File: config.mk
export PLATFORM = sky130hd
export DESIGN_NAME = input_conditioner
export DESIGN_NICKNAME = d
export VERILOG_FILES = /design/src/rtl/input_conditioner.sv
export SDC_FILE = /design/constraint.sdc
export NUM_CORES = 1
export LEC_CHECK = 0
export BUFFER_PORTS_ARGS = -buffer_cell sky130_fd_sc_hd__buf_2
export CAP_MARGIN = 20
export CORE_MARGIN = 2
export CORE_UTILIZATION = 46
export DETAILED_ROUTE_END_ITERATION = 12
export SLEW_MARGIN = 20
export SYNTH_ARGS = -nofsm -noshare
export SYNTH_HDL_FRONTEND = slang
export SYNTH_SLANG_ARGS = --single-unit
File: constraint.sdc
create_clock -name clk -period 5.8 [get_ports clk]
set_input_delay 1.45 -clock clk [delete_from_list [all_inputs] [get_ports clk]]
set_output_delay 1.45 -clock clk [all_outputs]
set_load 0.1 [all_outputs]
File: src/rtl/input_conditioner.sv
// Per-channel input conditioner: source select, 2-flop sync, debounce, rise detect,
// mode-change blanking guard and a small event FIFO for rising edges.
module input_conditioner #(
  parameter int N_CH            = 2,
  parameter int DEBOUNCE_CYCLES = 33000,
  parameter int GUARD_CYCLES    = 1024,
  parameter int FIFO_DEPTH      = 8
) (
  input  logic                                   clk,
  input  logic                                   reset_n,
  input  logic                                   sensor_mode,
  input  logic [N_CH-1:0]                        sensor_in,
  input  logic [N_CH-1:0]                        button_in,
  output logic [N_CH-1:0]                        level,
  output logic [N_CH-1:0]                        rise,
  output logic                                   evt_valid,
  output logic [((N_CH > 1) ? $clog2(N_CH) : 1)-1:0] evt_ch,
  input  logic                                   evt_ready,
  output logic                                   overflow,
  input  logic                                   overflow_clr,
  output logic                                   guard_active
);

  localparam int CH_W  = (N_CH > 1) ? $clog2(N_CH) : 1;
  localparam int DB_W  = $clog2(DEBOUNCE_CYCLES + 1);
  localparam int GD_W  = $clog2(GUARD_CYCLES + 1);
  localparam int PTR_W = $clog2(FIFO_DEPTH);
  localparam int CNT_W = PTR_W + 1;

  localparam logic [DB_W-1:0]  DB_LAST   = DB_W'(DEBOUNCE_CYCLES - 1);
  localparam logic [GD_W-1:0]  GD_LOAD   = GD_W'(GUARD_CYCLES);
  localparam logic [CNT_W-1:0] FIFO_FULL = CNT_W'(FIFO_DEPTH);

  logic            mode_s1, mode_s, mode_prev;
  logic [N_CH-1:0] sensor_s1, sensor_s, button_s1, button_s;
  logic [N_CH-1:0] sample;

  logic [GD_W-1:0] guard_cnt;
  logic            mode_change, guard;

  logic [N_CH-1:0] level_q, rise_q, level_next;
  logic [DB_W-1:0] db_cnt  [N_CH];
  logic [DB_W-1:0] db_next [N_CH];

  logic [N_CH-1:0] pend_q, pend_eff, push_mask;
  logic [CH_W-1:0] push_sel;
  logic            push, pop, room, ovf_set;

  logic [CH_W-1:0]  mem [FIFO_DEPTH];
  logic [PTR_W-1:0] wr_ptr, rd_ptr;
  logic [CNT_W-1:0] fifo_cnt;

  always_ff @(posedge clk or negedge reset_n) begin
    if (!reset_n) begin
      mode_s1   <= 1'b0;
      mode_s    <= 1'b0;
      mode_prev <= 1'b0;
      sensor_s1 <= '0;
      sensor_s  <= '0;
      button_s1 <= '0;
      button_s  <= '0;
    end else begin
      mode_s1   <= sensor_mode;
      mode_s    <= mode_s1;
      mode_prev <= mode_s;
      sensor_s1 <= sensor_in;
      sensor_s  <= sensor_s1;
      button_s1 <= button_in;
      button_s  <= button_s1;
    end
  end

  assign sample      = mode_s ? sensor_s : button_s;
  assign mode_change = mode_s ^ mode_prev;
  assign guard       = mode_change | (guard_cnt != '0);

  // Guard down-counter; a mode change during blanking restarts the full period.
  always_ff @(posedge clk or negedge reset_n) begin
    if (!reset_n) begin
      guard_cnt <= '0;
    end else if (mode_change) begin
      guard_cnt <= GD_LOAD;
    end else if (guard_cnt != '0) begin
      guard_cnt <= guard_cnt - GD_W'(1);
    end
  end

  always_comb begin
    level_next = level_q;
    for (int i = 0; i < N_CH; i++) begin
      db_next[i] = '0;
      if (sample[i] != level_q[i]) begin
        if (db_cnt[i] == DB_LAST) level_next[i] = ~level_q[i];
        else                      db_next[i]    = db_cnt[i] + DB_W'(1);
      end
    end
  end

  always_ff @(posedge clk or negedge reset_n) begin
    if (!reset_n) begin
      level_q <= '0;
      rise_q  <= '0;
      for (int i = 0; i < N_CH; i++) db_cnt[i] <= '0;
    end else if (guard) begin
      level_q <= '0;
      rise_q  <= '0;
      for (int i = 0; i < N_CH; i++) db_cnt[i] <= '0;
    end else begin
      level_q <= level_next;
      rise_q  <= level_next & ~level_q;
      for (int i = 0; i < N_CH; i++) db_cnt[i] <= db_next[i];
    end
  end

  // Masking covers the detection cycle, before the registers have been cleared.
  assign level        = level_q & {N_CH{~guard}};
  assign rise         = rise_q  & {N_CH{~guard}};
  assign guard_active = guard;

  assign pend_eff = guard ? '0 : (pend_q | rise);
  assign ovf_set  = |(rise & pend_q);
  assign pop      = evt_valid & evt_ready;
  assign room     = (fifo_cnt != FIFO_FULL) | pop;
  assign push     = (|pend_eff) & room;

  // Descending scan so the lowest set pending bit wins.
  always_comb begin
    push_sel  = '0;
    push_mask = '0;
    for (int i = N_CH - 1; i >= 0; i--) begin
      if (pend_eff[i]) begin
        push_sel     = CH_W'(i);
        push_mask    = '0;
        push_mask[i] = 1'b1;
      end
    end
  end

  always_ff @(posedge clk or negedge reset_n) begin
    if (!reset_n) begin
      pend_q   <= '0;
      overflow <= 1'b0;
    end else begin
      pend_q <= push ? (pend_eff & ~push_mask) : pend_eff;
      if (ovf_set)           overflow <= 1'b1;
      else if (overflow_clr) overflow <= 1'b0;
    end
  end

  always_ff @(posedge clk or negedge reset_n) begin
    if (!reset_n) begin
      wr_ptr   <= '0;
      rd_ptr   <= '0;
      fifo_cnt <= '0;
      for (int i = 0; i < FIFO_DEPTH; i++) mem[i] <= '0;
    end else begin
      if (push) begin
        mem[wr_ptr] <= push_sel;
        wr_ptr      <= wr_ptr + PTR_W'(1);
      end
      if (pop) rd_ptr <= rd_ptr + PTR_W'(1);
      case ({push, pop})
        2'b10:   fifo_cnt <= fifo_cnt + CNT_W'(1);
        2'b01:   fifo_cnt <= fifo_cnt - CNT_W'(1);
        default: fifo_cnt <= fifo_cnt;
      endcase
    end
  end

  assign evt_valid = (fifo_cnt != '0);
  assign evt_ch    = mem[rd_ptr];

endmodule

==> results by group, run 1 <==
Outcome
  • Status: finished, final reports clean

Pwr
  • Combinational fraction of design power: 23.8%
  • Tot Pwr: 1469 uW
  • Psw: 470.0 uW
  • Sw Ratio: 31.99%
  • Clock share of power: 30.3%
  • Leak: 0.001764 uW
  • Seq pwr share: 45.9%
  • P_int: 999.1 uW
  • PD cells: 354.4 nW/um^2
  • Worst VDD drop: 176.3 uV

Placement
  • Port Buffer Count: 16
  • Routability cong.: 0.7890
  • DP Wirelength: 4357 microns

STA
  • Worst slew margin: 59.73%
  • Final hold viol count: 0
  • Period minus WS final: 4.242 ns
  • RSZ-0062 raised after global routing: no
  • Slew Limit Fails: 0
  • Worst-margin pin slew: 0.6023 ns
  • Clk_skew: 0.01042 ns
  • Final Cycle Share: 73.14%
  • Final setup violation count: 0
  • Setup_tns: 0 ns
  • Fmax: 235.7 MHz

Worst setup path
  • CP endpoint kind: primary output
  • Critical path's top delay family: simple AND/OR/NAND/NOR gates
  • Crit path max fanout: 8
  • Critical path depth: 6
  • Setup crit start kind: flip-flop
  • CP required: 4.35 ns
  • Worst endpoint data arrival time: 2.79 ns
  • Bufs and invs on worst path: 2
  • Worst reg-to-reg path cell count: 11
  • CP Cell Sequence: inv_1, ha_1, or4b_2, nor4_4, and2_1, buf_2
  • CP Class: flip-flop to primary output
  • Max stage delay on crit path: 0.66 ns
  • Slowest cell on crit path: or4b_2

Detailed routing
  • Final ANT Viol Nets: 0
  • Drt wl/cell: 13.59 microns
  • Via-to-Cell Ratio: 5.220
  • DRC: 0
  • Final WL: 6373 microns
  • First DRT Iteration DRCs: 88
  • Vias: 2448
  • Drt first pass iters: 4

Synth
  • Post-synth cell types: 42
  • Yosys warnings: 0
  • Synth Cell Area: 3707 sq um
  • Syn_area_per_cell: 10.94 sq um
  • Sequential share of the synthesized area: 53.32%
  • Synthesized netlist cell count: 339
  • FF+latch count, synth: 79
  • Post-Syn Nets: 357

Run
  • Maxcap violations: 0

Die
  • Num rows: 32
  • I/O pin cnt: 17
  • Die H: 93.78 microns
  • Initial Utilization: 47.73%
  • Chip Width: 93.78 microns
  • DIE AREA: 8794 sq um
  • Core area: 7767 sq um

Clock network
  • CTS tree: done
  • Clk_lat worst skew: 0.35 ns
  • Hold_buf cts: 0
  • Clk pin slew, worst setup/hold paths: 0.08 ns
  • Sink Count: 79
  • CTS Buffer Depth: 2
  • H-Tree Depth: 3
  • CTS Buf Count: 9
  • Root buf cell: clkbuf_8
  • Post-CTS Setup Bufs: 0
  • Post-CTS resize count: 0

Global routing
  • Gr usage total: 16.47%
  • Largest net degree at the start of global routing: 80
  • Grt ovf: 0
  • Vias in the first global route: 2434
  • First-pass GRT wire length: 11390 microns
  • Initial antenna violation count: 0

Hold path
  • Hold Path Class: flip-flop to flip-flop
  • Hold Path Stages: 0

Layout
  • Final core area utilization: 53.37%
  • Commonest non-fill, non-tap cell in the layout: dfrtp_1
  • NumNets Final: 380
  • Antenna diode count: 0
  • Synth-to-layout area growth: 11.81%
  • Commonest cells after routing, fill and taps aside: 79 x dfrtp_1, 54 x nor2_1, 24 x xnor2_1, 24 x nand3_1, 21 x xor2_1
  • Layout cells sized above 1: 15.26%
per-stage QoR:
step	std cells	hold slack, ns	area (sq um)	setup WS, ns
floorplan	339	0.3312	3707	1.970
global placement	452	0.3346	3896	1.957
detailed placement	452	0.3394	3896	1.913
CTS	468	0.3577	4118	1.517
global route	469	0.3626	4145	1.388
finish	469	0.3538	4145	1.558
per-layer routing:
metal	global-route usage, %	share of wire [%]
met5	0	0
met4	4.710	1.0
met3	4.655	3.0
met2	25.00	46
met1	23.21	50
state kept, by name (all words and copies together), names as in the netlist, 2 cells and up:
name / count
mem: 8
wr_ptr: 3
db_cnt: 32
sensor_s: 2
rise_q: 2
guard_cnt: 11
fifo_cnt: 4
sensor_s1: 2
button_s1: 2
rd_ptr: 3
pend_q: 2
level_q: 2
button_s: 2
cells by family after synthesis:
kind of cell,count (synthesis),share of synthesized area (%)
buf+inv,20,2.261
mux,17,5.636
fa+ha+maj,9,3.240
flops,79,53.32
xor+xnor,45,10.63
compound gates,17,2.936
simple gates,152,21.97
Yosys cell counts (all sizes together):
cell | instances | area share [%]
nand4 | 6 | 1.0
a21o | 2 | 0.40
xnor2 | 24 | 5.7
o22ai | 1 | 0.17
and4bb | 2 | 0.67
nand3 | 24 | 3.2
inv | 14 | 1.5
and3 | 9 | 1.5
mux4 | 2 | 1.2
nor3 | 12 | 1.6
nand4b | 2 | 0.47
clkbuf | 3 | 0.30
o31ai | 1 | 0.20
nor4b | 4 | 1.1
nand3b | 1 | 0.20
or3 | 4 | 0.67
o21ai | 2 | 0.27
mux2 | 11 | 3.3
a211oi | 3 | 0.74
dfrtp | 79 | 53
buf | 3 | 0.47
a21oi | 7 | 0.94
mux2i | 4 | 1.1
or4 | 3 | 0.71
xor2 | 21 | 5.0
nor4 | 7 | 2.0
nor2 | 54 | 5.5
fa | 1 | 0.54
a22oi | 1 | 0.20
nor3b | 2 | 0.40
and2 | 4 | 0.67
nand2 | 14 | 1.4
ha | 8 | 2.7
or2 | 3 | 0.51
or4b | 1 | 0.27
final cells by class:
| class | count | area (sq um) |
|---|---|---|
| Fill cell | 728 | 3622 |
| Sequential cell | 79 | 1977 |
| Multi-Input combinational cell | 240 | 1647 |
| Tap cell | 102 | 127.6 |
| Clock buffer | 9 | 123.9 |
| Timing Repair Buffer | 18 | 117.6 |
| Clock inverter | 7 | 97.59 |
| Inverter | 14 | 55.05 |
final timing paths:
check,from,endpoint,slack (ns)
max reg2reg,guard_cnt[0]$_DFFE_PN0N_,fifo_cnt[3]$_DFFE_PN0P_,2.70
min in group asynchronous,reset_n,guard_cnt[9]$_DFFE_PN0N_,1.00
min reg2reg,sensor_s1[0]$_DFF_PN0_,sensor_s[0]$_DFF_PN0_,0.35
min,sensor_s1[0]$_DFF_PN0_,sensor_s[0]$_DFF_PN0_,0.35
max,guard_cnt[0]$_DFFE_PN0N_,level[1],1.56
max in group asynchronous,reset_n,db_cnt[6]$_DFF_PN0_,4.23
power groups by stage:
| stage | logic [uW] | registers [uW] | clock network, uW |
|---|---|---|---|
| global route | 394 | 685 | 492 |
| finish | 350 | 674 | 445 |
| global placement | 340 | 682 | 0 |
| CTS | 352 | 674 | 462 |
| floorplan | 283 | 671 | 0 |
| detailed placement | 348 | 685 | 0 |
Power figures use the tool's default switching activity.
==> run 2, diff against run 1 <==
==> constraint.sdc (replaced) <==
create_clock -name clk -period 4.1 [get_ports clk]
set_input_delay 1.025 -clock clk [delete_from_list [all_inputs] [get_ports clk]]
set_output_delay 1.025 -clock clk [all_outputs]
set_load 0.1 [all_outputs]
==> run 2 against run 1 <==
- combinational power is 40% higher
- critical endpoint unchanged
- critical path type unchanged
- total power is 42% higher
- design area is 0.63% lower
- worst hold slack hardly changed
- first-iteration DRC count is 1.1% lower
- highest routed layer unchanged
==> results by group, run 2 (same netlist as run 1, synthesis figures left out) <==
Outcome
  • Status: finished, final reports clean (unchanged)

Clock network
  • Sink Count: 79 (unchanged)
  • Hold_buf cts: 0 (unchanged)
  • H-Tree Depth: 3 (unchanged)
  • Root buf cell: clkbuf_8 (unchanged)
  • Clk pin slew, worst setup/hold paths: 0.08 ns (about the same)
  • Clk_lat worst skew: 0.35 ns (about the same)
  • Post-CTS Setup Bufs: 0 (unchanged)
  • CTS tree: done (unchanged)
  • CTS Buffer Depth: 2 (unchanged)
  • CTS Buf Count: 9 (unchanged)
  • Post-CTS resize count: 0 (unchanged)

STA
  • Final setup violation count: 0 (unchanged)
  • Slew Limit Fails: 0 (unchanged)
  • Fmax: 261.5 MHz
  • Final hold viol count: 0 (unchanged)
  • Clk_skew: 0.01326 ns (was 0.01042 ns)
  • Setup_tns: 0 ns (unchanged)
  • Final Cycle Share: 93.26%
  • Worst slew margin: 52.94% (was 59.73%)
  • Period minus WS final: 3.824 ns
  • PnR worst setup slack: 0.2763 ns (was 1.558 ns)
  • Worst-margin pin slew: 0.7059 ns (was 0.6023 ns)
  • RSZ-0062 raised after global routing: no (unchanged)

Pwr
  • Leak: 0.001757 uW (was 0.001764 uW)
  • Worst VDD drop: 239.4 uV (was 176.3 uV)
  • PD cells: 505.8 nW/um^2 (was 354.4 nW/um^2)

Worst setup path
  • Crit path max fanout: 8 (unchanged)
  • CP endpoint kind: primary output (unchanged)
  • Worst endpoint data arrival time: 2.80 ns (was 2.79 ns)
  • Setup crit start kind: flip-flop (unchanged)
  • CP Class: flip-flop to primary output (unchanged)
  • CP required: 3.07 ns (was 4.35 ns)
  • CP Cell Sequence: inv_1, ha_1, or4b_2, nor4_4, and2_1, buf_2 (unchanged)
  • Critical path's top delay family: simple AND/OR/NAND/NOR gates (unchanged)
  • Bufs and invs on worst path: 2 (unchanged)
  • Max stage delay on crit path: 0.66 ns (about the same)
  • Slowest cell on crit path: or4b_2 (unchanged)

Global routing
  • Initial antenna violation count: 0 (unchanged)
  • Gr usage total: 16.41% (was 16.47%)
  • First-pass GRT wire length: 11300 microns (was 11390 microns)
  • Grt ovf: 0 (unchanged)
  • Vias in the first global route: 2385 (was 2434)
  • Largest net degree at the start of global routing: 80 (unchanged)

Placement
  • DP Wirelength: 4316 microns (was 4357 microns)
  • Port Buffer Count: 16 (unchanged)
  • Pre-CTS setup slack: 0.6217 ns (was 1.913 ns)
  • Routability cong.: 0.7849 (was 0.7890)

Layout
  • Antenna diode count: 0 (unchanged)
  • Largest register FFs: 32 (unchanged)
  • Commonest cells after routing, fill and taps aside: 79 x dfrtp_1, 54 x nor2_1, 24 x xnor2_1, 24 x nand3_1, 21 x xor2_1 (unchanged)
  • NumNets Final: 379 (was 380)
  • Synth-to-layout area growth: 11.10% (was 11.81%)
  • Final core area utilization: 53.03% (was 53.37%)
  • Layout cells sized above 1: 15.03% (was 15.26%)
  • Commonest non-fill, non-tap cell in the layout: dfrtp_1 (unchanged)
  • Biggest regs: db_cnt: 32 flops, guard_cnt: 11 flops, mem: 8 flops (unchanged)
  • Top reg by flops: db_cnt (unchanged)

Detailed routing
  • Drt wl/cell: 13.75 microns (was 13.59 microns)
  • Via-to-Cell Ratio: 5.179 (was 5.220)
  • DRC: 0 (unchanged)
  • Final ANT Viol Nets: 0 (unchanged)
  • Vias: 2424 (was 2448)
  • Final WL: 6436 microns (was 6373 microns)
  • Drt first pass iters: 6 (was 4)
  • First DRT Iteration DRCs: 87 (was 88)

Hold path
  • Hold Path Class: flip-flop to flip-flop (unchanged)

Die
  • DIE AREA: 8794 sq um (unchanged)
  • Num rows: 32 (unchanged)
  • Die H: 93.78 microns (unchanged)
  • I/O pin cnt: 17 (unchanged)
  • Chip Width: 93.78 microns (unchanged)
  • Initial Utilization: 47.73% (unchanged)
  • Core area: 7767 sq um (unchanged)

Run
  • Maxcap violations: 0 (unchanged)
run 2: final timing paths:
| kind | startpoint | end | slack, ns | cells past startpoint |
|---|---|---|---|---|
| setup / recovery | guard_cnt[0]$_DFFE_PN0N_ | level[1] | 0.28 | 6 |
| hold / removal | mode_s1$_DFF_PN0_ | mode_s$_DFF_PN0_ | 0.35 | 0 |
| setup reg to reg | guard_cnt[0]$_DFFE_PN0N_ | fifo_cnt[3]$_DFFE_PN0P_ | 1.08 | 11 |
| hold reg to reg | mode_s1$_DFF_PN0_ | mode_s$_DFF_PN0_ | 0.35 | 0 |
| max in group asynchronous | reset_n | db_cnt[31]$_DFF_PN0_ | 2.91 | 1 |
| min in group asynchronous | reset_n | db_cnt[18]$_DFF_PN0_ | 0.71 | 1 |
run 2: cell type report:
class	instances	area [sq um]
Multi-Input combinational cell	240	1647
Sequential cell	79	1977
Inverter	14	55.05
Clock buffer	9	123.9
Tap cell	102	127.6
Fill cell	715	3649
Timing Repair Buffer	17	93.84
Clock inverter	7	95.09
run 2: where the power goes:
group / internal (uW) / total [uW] / switching, uW
Combinational: 203 / 490 / 286
Sequential: 864 / 956 / 91.9
Clock: 344 / 638 / 294
run 2: per-layer routing:
layer / track usage [%] / share of wire (%) / wire length [microns] / up-vias
met3: 2.648 / 2.2 / 144 / 7
li1: - / - / - / 1210
met1: 23.31 / 50 / 3223 / 1180
met5: 0 / 0 / 0 / -
met2: 25.24 / 46 / 2989 / 27
met4: 6.522 / 1.2 / 78 / 0
run 2: stage by stage:
step | std cells | power, uW | hold WS (ns) | area, sq um
final | 468 | 2083 | 0.3536 | 4119
after global routing | 468 | 2213 | 0.3636 | 4119
after CTS | 468 | 2105 | 0.3554 | 4115
after detailed placement | 452 | 1462 | 0.3371 | 3896
after global placement | 452 | 1445 | 0.3337 | 3896
after floorplan | 339 | 1349 | 0.3312 | 3707
==> run 3, diff against run 2 <==
--- a/config.mk
+++ b/config.mk
@@ -5,11 +5,11 @@
 export SDC_FILE = /design/constraint.sdc
 export NUM_CORES = 1
 export LEC_CHECK = 0
-export BUFFER_PORTS_ARGS = -buffer_cell sky130_fd_sc_hd__buf_2
 export CAP_MARGIN = 20
-export CORE_MARGIN = 2
+export CORE_MARGIN = 1
 export CORE_UTILIZATION = 46
 export DETAILED_ROUTE_END_ITERATION = 12
+export DONT_BUFFER_PORTS = 1
 export SLEW_MARGIN = 20
 export SYNTH_ARGS = -nofsm -noshare
 export SYNTH_HDL_FRONTEND = slang
==> constraint.sdc (replaced) <==
create_clock -name clk -period 4.7 [get_ports clk]
set_input_delay 1.175 -clock clk [delete_from_list [all_inputs] [get_ports clk]]
set_output_delay 1.175 -clock clk [all_outputs]
set_load 0.1 [all_outputs]
==> run 3 against run 2 <==
- combinational power is 16% lower
- clock power is 2% lower
- sequential power is 13% lower
- non-clock buffer count is 12 lower
- setup slack better by 0.61 ns
- utilization is 0.29 points lower
- total power is 10% lower
- critical path type unchanged
==> results by group, run 3 (same netlist as run 1, synthesis figures left out) <==
Placement
  • Port Buffer Count: 0 (was 16)
  • DP Wirelength: 4272 microns (was 4316 microns)
  • Routability cong.: 0.7873 (was 0.7849)

Layout
  • Area of the multi-input gates: 1647 sq um (unchanged)
  • Layout cells sized above 1: 12.15% (was 15.03%)
  • Final core area utilization: 52.74% (was 53.03%)
  • Largest register FFs: 32 (unchanged)
  • Commonest cells after routing, fill and taps aside: 79 x dfrtp_1, 54 x nor2_1, 24 x xnor2_1, 24 x nand3_1, 21 x xor2_1 (unchanged)
  • Synth-to-layout area growth: 10.50% (was 11.10%)
  • NumNets Final: 367 (was 379)
  • Top reg by flops: db_cnt (unchanged)
  • Register area: 1977 sq um (unchanged)
  • Fill cells: 708 (was 715)
  • Biggest regs: db_cnt: 32 flops, guard_cnt: 11 flops, mem: 8 flops (unchanged)
  • Antenna diode count: 0 (unchanged)
  • Commonest non-fill, non-tap cell in the layout: dfrtp_1 (unchanged)

Worst setup path
  • Worst endpoint data arrival time: 2.64 ns (was 2.80 ns)
  • Max stage delay on crit path: 0.65 ns (was 0.66 ns)
  • Slowest cell on crit path: or4b_2 (unchanged)
  • Crit path max fanout: 8 (unchanged)
  • Critical path depth: 6 (unchanged)
  • Setup crit start kind: flip-flop (unchanged)
  • CP Cell Sequence: inv_1, ha_1, or4b_2, nor4_4, and2_1, buf_4 (was inv_1, ha_1, or4b_2, nor4_4, and2_1, buf_2)
  • CP Class: flip-flop to primary output (unchanged)
  • Bufs and invs on worst path: 2 (unchanged)
  • CP endpoint kind: primary output (unchanged)
  • R2R Setup Slk: 1.48 ns (was 1.08 ns)
  • CP required: 3.52 ns (was 3.07 ns)
  • Worst reg-to-reg path cell count: 9 (was 11)
  • Critical path's top delay family: simple AND/OR/NAND/NOR gates (unchanged)

Global routing
  • Vias in the first global route: 2427 (was 2385)
  • First-pass GRT wire length: 11320 microns (was 11300 microns)
  • Initial antenna violation count: 0 (unchanged)
  • Gr usage total: 17.23% (was 16.41%)
  • Grt ovf: 0 (unchanged)
  • Largest net degree at the start of global routing: 80 (unchanged)

Detailed routing
  • Final ANT Viol Nets: 0 (unchanged)
  • Via-to-Cell Ratio: 5.221 (was 5.179)
  • Vias: 2381 (was 2424)
  • Drt first pass iters: 4 (was 6)
  • Final WL: 6364 microns (was 6436 microns)
  • First DRT Iteration DRCs: 105 (was 87)
  • DRC: 0 (unchanged)
  • Drt wl/cell: 13.96 microns (was 13.75 microns)

STA
  • RSZ-0062 raised after global routing: no (unchanged)
  • Period minus WS final: 3.811 ns
  • Final setup violation count: 0 (unchanged)
  • Final hold viol count: 0 (unchanged)
  • Worst slew margin: 35.98% (was 52.94%)
  • Clk_skew: 0.01342 ns (was 0.01326 ns)
  • Worst-margin pin slew: 0.9604 ns (was 0.7059 ns)
  • Slew Limit Fails: 0 (unchanged)
  • Hold slack: 0.3522 ns (was 0.3536 ns)
  • Fmax: 262.4 MHz
  • Setup_tns: 0 ns (unchanged)
  • Final Cycle Share: 81.09%

Clock network
  • Clk pin slew, worst setup/hold paths: 0.08 ns (about the same)
  • Post-CTS resize count: 0 (unchanged)
  • H-Tree Depth: 3 (unchanged)
  • CTS Buf Count: 9 (unchanged)
  • CTS Buffer Depth: 2 (unchanged)
  • Sink Count: 79 (unchanged)
  • CTS tree: done (unchanged)
  • Clk_lat worst skew: 0.35 ns (about the same)
  • Hold_buf cts: 0 (unchanged)
  • Post-CTS Setup Bufs: 0 (unchanged)
  • Root buf cell: clkbuf_8 (unchanged)

Run
  • Maxcap violations: 0 (unchanged)

Pwr
  • Worst VDD drop: 198.8 uV (was 239.4 uV)
  • Leak: 0.001720 uW (was 0.001757 uW)
  • Psw: 571.9 uW (was 671.6 uW)
  • P_int: 1296 uW (was 1412 uW)
  • Seq pwr share: 44.5% (was 45.9%)
  • Sw Ratio: 30.62% (was 32.24%)
  • Combinational fraction of design power: 22.0% (was 23.5%)
  • Clock share of power: 33.5% (was 30.6%)
  • PD cells: 456.0 nW/um^2 (was 505.8 nW/um^2)

Die
  • Num rows: 32 (unchanged)
  • I/O pin cnt: 17 (unchanged)
  • Die H: 91.78 microns (was 93.78 microns)
  • Chip Width: 91.78 microns (was 93.78 microns)
  • Core area: 7767 sq um (unchanged)
  • DIE AREA: 8423 sq um (was 8794 sq um)
  • Initial Utilization: 47.73% (unchanged)

Hold path
  • Hold Path Class: flip-flop to flip-flop (unchanged)
  • Hold Path Stages: 0 (unchanged)

Outcome
  • Status: finished, final reports clean (unchanged)
## run 3: cell count changes in the layout (fill, tap and decap cells not counted)
cell       change
clkinv_2       -2
clkbuf_8       +1
buf_6          -1
bufinv_16      +1
buf_2         -15
buf_4          +4
## run 3: metrics by stage
stage / power (uW) / instance area [sq um] / std cells / worst slack (ns)
after floorplan: 1177 / 3707 / 339 / 1.145
after global placement: 1238 / 3844 / 440 / 1.263
after detailed placement: 1254 / 3844 / 440 / 1.206
after CTS: 1892 / 4096 / 456 / 0.8033
after global routing: 1979 / 4096 / 456 / 0.6866
final: 1868 / 4096 / 456 / 0.8885
## run 3: final cells by class
class,count,share of cell area (%)
flip-flops and latches,79,48.26
clock inverters,6,2.810
well taps,102,3.115
inverters,14,1.344
multi-input cells,240,40.20
clock buffers,10,3.360
repair buffers,5,0.9163
## run 3: path summary, 6_finish.rpt
| path | to | from |
|---|---|---|
| worst min-delay path | button_s[1]$_DFF_PN0_ | button_s1[1]$_DFF_PN0_ |
| min in group asynchronous | guard_cnt[9]$_DFFE_PN0N_ | reset_n |
| worst max register to register | fifo_cnt[3]$_DFFE_PN0P_ | fifo_cnt[0]$_DFFE_PN0P_ |
| max in group asynchronous | db_cnt[31]$_DFF_PN0_ | reset_n |
| worst min register to register | button_s[1]$_DFF_PN0_ | button_s1[1]$_DFF_PN0_ |
| worst max-delay path | level[1] | guard_cnt[0]$_DFFE_PN0N_ |
## run 3: power groups by stage
stage          clock network (uW)  logic (uW)  registers (uW)
6_report                      625         410             832
5_1_grt                       676         458             846
4_1_cts                       645         414             832
3_5_place_dp                    0         408             846
3_3_place_gp                    0         396             841
2_1_floorplan                   0         350             828
## run 3: per-layer routing
metal / vias to the layer above / share of wire [%] / GRT usage, %
met5: - / 0 / 0
li1: 1192 / - / -
met1: 1156 / 49 / 23.55
met4: 0 / 1.6 / 7.031
met2: 24 / 46 / 26.19
met3: 9 / 3.0 / 4.478
